--- config.mk ---
export PLATFORM = sky130hd
export DESIGN_NAME = pulse_width_capture
export DESIGN_NICKNAME = d
export VERILOG_FILES = /design/src/rtl/pulse_width_capture.sv
export SDC_FILE = /design/constraint.sdc
export NUM_CORES = 1
export LEC_CHECK = 0
export CORE_MARGIN = 4
export CORE_UTILIZATION = 62
export DETAILED_ROUTE_END_ITERATION = 6
export PLACE_DENSITY = 0.84
export SLEW_MARGIN = 20
export SYNTH_ARGS = -nofsm -noshare
export SYNTH_HDL_FRONTEND = slang
export SYNTH_SLANG_ARGS = --single-unit
--- constraint.sdc ---
create_clock -name clk -period 5 [get_ports clk]
set_input_delay 1 -clock clk [delete_from_list [all_inputs] [get_ports clk]]
set_output_delay 1 -clock clk [all_outputs]
set_load 0.05 [all_outputs]
--- src/rtl/pulse_width_capture.sv ---
// Measures high-time of NUM_CH asynchronous pulses, quantises each width to an 8-bit bin and
// writes one {ch, bin} packet per completed pulse into the histogram FIFO.
module pulse_width_capture #(
   parameter int NUM_CH     = 2,
   parameter int CNT_WIDTH  = 24,
   parameter int SHIFT_BITS = 2,
   parameter int DATA_WIDTH = 16
) (
   input  logic                  clk,
   input  logic                  reset_n,
   input  logic [NUM_CH-1:0]     pulse_in,
   input  logic                  bram_reset_done,
   output logic                  wrreq_to_FIFO,
   output logic [DATA_WIDTH-1:0] data_packet_to_FIFO,
   input  logic                  wrfull_from_FIFO,
   output logic [15:0]           drop_count
);

   typedef enum logic [1:0] {
      DISARMED  = 2'd0,
      WAIT_RISE = 2'd1,
      MEASURE   = 2'd2
   } ch_state_e;

   localparam logic [CNT_WIDTH-1:0] CNT_ONE = CNT_WIDTH'(1);
   localparam logic [CNT_WIDTH-1:0] CNT_MAX = {CNT_WIDTH{1'b1}};
   localparam logic [CNT_WIDTH-1:0] BIN_MAX = CNT_WIDTH'(255);

   ch_state_e               state_r [NUM_CH];
   logic [CNT_WIDTH-1:0]    cnt_r   [NUM_CH];
   logic [7:0]              bin_r   [NUM_CH];
   logic [NUM_CH-1:0]       sync1_r;
   logic [NUM_CH-1:0]       sync2_r;
   logic [NUM_CH-1:0]       prev_r;
   logic [NUM_CH-1:0]       pending_r;
   logic [1:0]              settle_r;
   logic                    rr_ptr_r;
   logic                    wrreq_r;
   logic [DATA_WIDTH-1:0]   data_r;
   logic [15:0]             drop_count_r;

   logic [NUM_CH-1:0]       rise_s;
   logic [NUM_CH-1:0]       fall_s;
   logic [NUM_CH-1:0]       latch_s;
   logic [NUM_CH-1:0]       drop_s;
   logic                    grant_s;
   logic                    grant_ch_s;
   logic [16:0]             drop_sum_s;
   logic [15:0]             drop_next_s;

   function automatic logic [7:0] quantise(input logic [CNT_WIDTH-1:0] cnt);
      logic [CNT_WIDTH-1:0] shifted;
      shifted = cnt >> SHIFT_BITS;
      if (shifted > BIN_MAX) begin
         return 8'hFF;
      end else begin
         return shifted[7:0];
      end
   endfunction

   // Edge decode on the synchronised level and per-channel latch/drop qualification.
   always_comb begin
      rise_s  = sync2_r & ~prev_r;
      fall_s  = ~sync2_r & prev_r;
      latch_s = '0;
      drop_s  = '0;
      for (int ch = 0; ch < NUM_CH; ch++) begin
         latch_s[ch] = bram_reset_done && (state_r[ch] == MEASURE) && fall_s[ch];
         drop_s[ch]  = latch_s[ch] && pending_r[ch];
      end
   end

   // Two-channel write arbiter: lone requester wins, ties go to rr_ptr.
   always_comb begin
      grant_s    = 1'b0;
      grant_ch_s = 1'b0;
      if (bram_reset_done && !wrfull_from_FIFO && (|pending_r)) begin
         grant_s = 1'b1;
         if (&pending_r) begin
            grant_ch_s = rr_ptr_r;
         end else begin
            grant_ch_s = pending_r[1];
         end
      end else begin
         grant_s    = 1'b0;
         grant_ch_s = 1'b0;
      end
   end

   // Saturating accumulation of dropped results (both channels may drop together).
   always_comb begin
      drop_sum_s = {1'b0, drop_count_r} + {16'd0, drop_s[0]} + {16'd0, drop_s[1]};
      if (drop_sum_s[16]) begin
         drop_next_s = 16'hFFFF;
      end else begin
         drop_next_s = drop_sum_s[15:0];
      end
   end

   // Synchroniser, channel FSMs, pending slots and counters.
   always_ff @(posedge clk or negedge reset_n) begin
      if (!reset_n) begin
         sync1_r      <= '0;
         sync2_r      <= '0;
         prev_r       <= '0;
         pending_r    <= '0;
         settle_r     <= 2'b00;
         drop_count_r <= 16'd0;
         for (int ch = 0; ch < NUM_CH; ch++) begin
            state_r[ch] <= DISARMED;
            cnt_r[ch]   <= '0;
            bin_r[ch]   <= 8'd0;
         end
      end else begin
         sync1_r      <= pulse_in;
         sync2_r      <= sync1_r;
         prev_r       <= sync2_r;
         // Arming waits until the synchroniser holds real pin values after reset.
         settle_r     <= {settle_r[0], 1'b1};
         drop_count_r <= drop_next_s;
         for (int ch = 0; ch < NUM_CH; ch++) begin
            if (!bram_reset_done) begin
               state_r[ch]   <= DISARMED;
               cnt_r[ch]     <= '0;
               pending_r[ch] <= 1'b0;
            end else begin
               case (state_r[ch])
                  DISARMED: begin
                     cnt_r[ch] <= '0;
                     if (settle_r[1] && !sync2_r[ch]) begin
                        state_r[ch] <= WAIT_RISE;
                     end
                  end
                  WAIT_RISE: begin
                     if (rise_s[ch]) begin
                        state_r[ch] <= MEASURE;
                        cnt_r[ch]   <= CNT_ONE;
                     end
                  end
                  MEASURE: begin
                     if (sync2_r[ch]) begin
                        if (cnt_r[ch] != CNT_MAX) begin
                           cnt_r[ch] <= cnt_r[ch] + CNT_ONE;
                        end
                     end else begin
                        state_r[ch] <= WAIT_RISE;
                     end
                  end
                  default: begin
                     state_r[ch] <= DISARMED;
                     cnt_r[ch]   <= '0;
                  end
               endcase
               if (latch_s[ch] && !pending_r[ch]) begin
                  pending_r[ch] <= 1'b1;
                  bin_r[ch]     <= quantise(cnt_r[ch]);
               end else if (grant_s && (grant_ch_s == ch[0])) begin
                  pending_r[ch] <= 1'b0;
               end
            end
         end
      end
   end

   // Registered FIFO write port and round-robin pointer.
   always_ff @(posedge clk or negedge reset_n) begin
      if (!reset_n) begin
         wrreq_r  <= 1'b0;
         data_r   <= '0;
         rr_ptr_r <= 1'b0;
      end else begin
         wrreq_r <= grant_s;
         if (grant_s) begin
            data_r <= {{(DATA_WIDTH-9){1'b0}}, grant_ch_s, bin_r[grant_ch_s]};
            if (&pending_r) begin
               rr_ptr_r <= ~rr_ptr_r;
            end
         end
      end
   end

   assign wrreq_to_FIFO       = wrreq_r;
   assign data_packet_to_FIFO = data_r;
   assign drop_count          = drop_count_r;

endmodule

==> impl_metrics.csv <==
group,metric,value,unit
power,vdd_drop_max,0.000227,V
timing,final.setup.worst_slack,1.33,ns
worst_setup_path,cp.required,5.29,ns
synth,synth_compound_area_share,19.0,%
timing,hold_slack,0.360,ns
layout,instances_no_fill,701,
power,power_density,369,nW/um^2
clock_network,cts_sinks,105,
routing,route.detailed.drc,0,
timing,period_share,73.4,%
timing,max_freq,273,MHz
floorplanning,rows,33,
layout,final_util,71.4,%
worst_setup_path,crit_buf_inv,4,
timing,setup_viol,0,
timing,tightest_slew,0.960,ns
placement,dp.cells,685,
worst_setup_path,critPathCaptureType,"flop",
power,leakage,2.54,nW
layout,antenna_cells,0,
worst_setup_path,cp_data_arrival_time,3.96,ns
routing,drt_iter0_markers,314,
synth,ys_ff_latch,105,
synth,synth_top_family_by_area,"simple AND/OR/NAND/NOR gates",
synth,ys_warn_count,0,
clock_network,cts-buffers-inserted,9,
clock_network,cts-root-buf,"clkbuf_8",
clock_network,cts_resized,0,
power,total_power,2.20,mW
grt,grt-ovfl-total,0,
worst_setup_path,crit_type,"primary input to flop",
synth,synth_cell_type_count,63,
worst_setup_path,setup.worst_path.start_class,"primary input",
clock_network,postCtsSetupBuffers,0,
placement,hpwl,8.11,mm
floorplanning,die_area,10300,sq um
worst_setup_path,crit_fanout,18,
clock_network,clkTransAtPathRegs,0.11,ns
layout,area_growth,9.88,%
run_status,outcome,"completed",
grt,grt_first_pass_wirelength,20.2,mm
routing,wirelength,11.8,mm
grt,grtUsageTotal,24.5,%
placement,gp_congestion,0.901,
synth,yosysSeqAreaShare,48.5,%
floorplanning,start_util,65.0,%
routing,antenna_left,0,
synth,synth_flop_cell,"dfrtp_1",
timing,layout_min_cycle_time,3.67,ns
clock_network,cts.path.max_buffers,2,
synth,syn_inst,576,
synth,syn_area,5420,sq um
routing,dr.pass1.iters,5,
worst_setup_path,crit_path_max_incr_delay,0.48,ns
synth,yosysMostFrequentCell,"dfrtp_1",
clock_network,htree_levels,3,
timing,hold_violations,0,
layout,fin_nets,608,
synth,synth_top_area_share,48.5,%
worst_setup_path,path_cells,"clkdlybuf4s50_1 > buf_4 > nand2_1 > inv_1 > nand3_1 > fa_1 > inv_1 > ha_1 > nand3_1 > nor3_1 > nand4_1 > or2_2 > o21ai_0",
floorplanning,core_region_area,8340,sq um
timing,max_slew_margin,35.5,%
clock_network,cts_hold_buf,0,
clock_network,cts_tree,"built",
synth,synth_commonest_cells,"105 x dfrtp_1, 53 x nand2_1, 48 x o21ai_0",
synth,synth_area_leader_cell,"dfrtp_1",
grt,grt_pass1_vias,4238,
timing,finClkSkew,0.0111,ns
synth,synth_adder_area_share,2.68,%
synth,synth.area.top_cells,"dfrtp_1 48%, o21ai_0 4.4%, nand2_1 3.7%, nand3_1 3.6%, a21oi_1 3.4%",
timing,slew_viol_final,0,
routing,avgRoutedWirePerCell,16.9,microns
grt,antenna_found_initial,0,
synth,muxShareOfSynthArea,2.63,%
placement,place_ws,0.985,ns
synth,avgSynthCellArea,9.41,sq um
placement,io_buffers,31,
layout,final_layout_size_suffix_gt1_share,6.38,%
synth,synth_xor_area_share,1.78,%
floorplanning,dieHeight,102,microns
synth,synth_edf_count,0,
worst_setup_path,cp_top_family,"simple AND/OR/NAND/NOR gates",
worst_setup_path,cpMaxStageDelayCell,"fa_1",
timing,totalNegativeSetupSlack,0,ns
routing,vias,4549,
synth,synth_simple_gate_area_share,20.4,%
min_path,holdCritPathClass,"flop to flop",
grt,grt_start_max_net_pins,72,
run,maxCapViolations,0,
synth,synth_async_sr_flop_share,100,%
routing,avgViaCountPerCell,6.49,
clock_network,clock_latency,0.37,ns
floorplanning,ios,39,
layout,stdcell_area,5960,sq um
timing,rsz0062_at_grt,"false",
placement,post_dp_cell_area,5720,sq um
floorplanning,die_w,102,microns
-- cell families (layout without fill, tap and decap cells) --
group                    after synthesis  count (layout)
AO/OA/AOI/OAI                        162             162
XOR/XNOR                              11              11
buffers and inverters                 59              73
adder cells (fa/ha/maj)               11              11
other                                  2               8
flip-flops                           105             105
AND/OR/NAND/NOR                      212             212
multiplexers                          14              14
-- per-layer routing --
metal | wire length, microns | share of wire, % | track usage (%)
met4 | 93 | 0.79 | 6.03
met1 | 5330 | 45 | 35.4
met3 | 724 | 6.1 | 5.10
met5 | 0 | 0 | 0
met2 | 5670 | 48 | 38.1
-- cell usage in the layout (no fill, tap or decap), drive strengths merged, types with 5 or more instances in the layout --
cell type and count:
nand2b 5, nor2 29, ha 10, conb 8
a31oi 14, nand4 20, dfrtp 105, nor4 14
mux2i 12, or3 6, or4 7, xnor2 5
and3 8, nor3 10, clkdlybuf4s50 30, inv 25
o22a 16, o21ai 50, nand3 39, xor2 6
or2 6, nor2b 6, a21oi 38, clkbuf 9
o31ai 15, nand2 53
-- state kept, by name (all words and copies together) (netlist names) --
| register | count |
|---|---|
| bin_r | 16 |
| cnt_r | 48 |
| data_packet_to_FIFO | 9 |
| drop_count | 16 |
| pending_r | 2 |
| prev_r | 2 |
| rr_ptr_r | 1 |
| settle_r | 2 |
| state_r | 4 |
| sync1_r | 2 |
| sync2_r | 2 |
| wrreq_to_FIFO | 1 |
-- layout make-up --
class,count,area (sq um)
Tap cell,105,131
Sequential cell,105,2630
Clock inverter,7,91.3
Fill cell,604,2380
Inverter,24,90.1
Timing Repair Buffer,33,323
Clock buffer,9,124
Multi-Input combinational cell,418,2570
-- where the power goes --
group | switching (mW) | internal (mW) | leakage, nW
logic | 0.378 | 0.219 | 1.03
registers | 0.0854 | 0.961 | 1.40
clock network | 0.311 | 0.242 | 0.104
-- path summary, 6_finish.rpt --
kind | from | cells past startpoint | slack (ns) | to
worst min-delay path | sync1_r[1]$_DFF_PN0_ | 0 | 0.36 | sync2_r[1]$_DFF_PN0_
worst max-delay path | bram_reset_done | 13 | 1.33 | drop_count[3]$_DFF_PN0_
worst min register to register | sync1_r[1]$_DFF_PN0_ | 0 | 0.36 | sync2_r[1]$_DFF_PN0_
min in group asynchronous | reset_n | 1 | 0.73 | drop_count[11]$_DFF_PN0_
max in group asynchronous | reset_n | 2 | 3.31 | cnt_r[41]$_DFFE_PN0P_
worst max register to register | state_r[2]$_DFFE_PN0P_ | 13 | 1.75 | drop_count[3]$_DFF_PN0_
No activity file was read; power rests on OpenSTA's default activity.
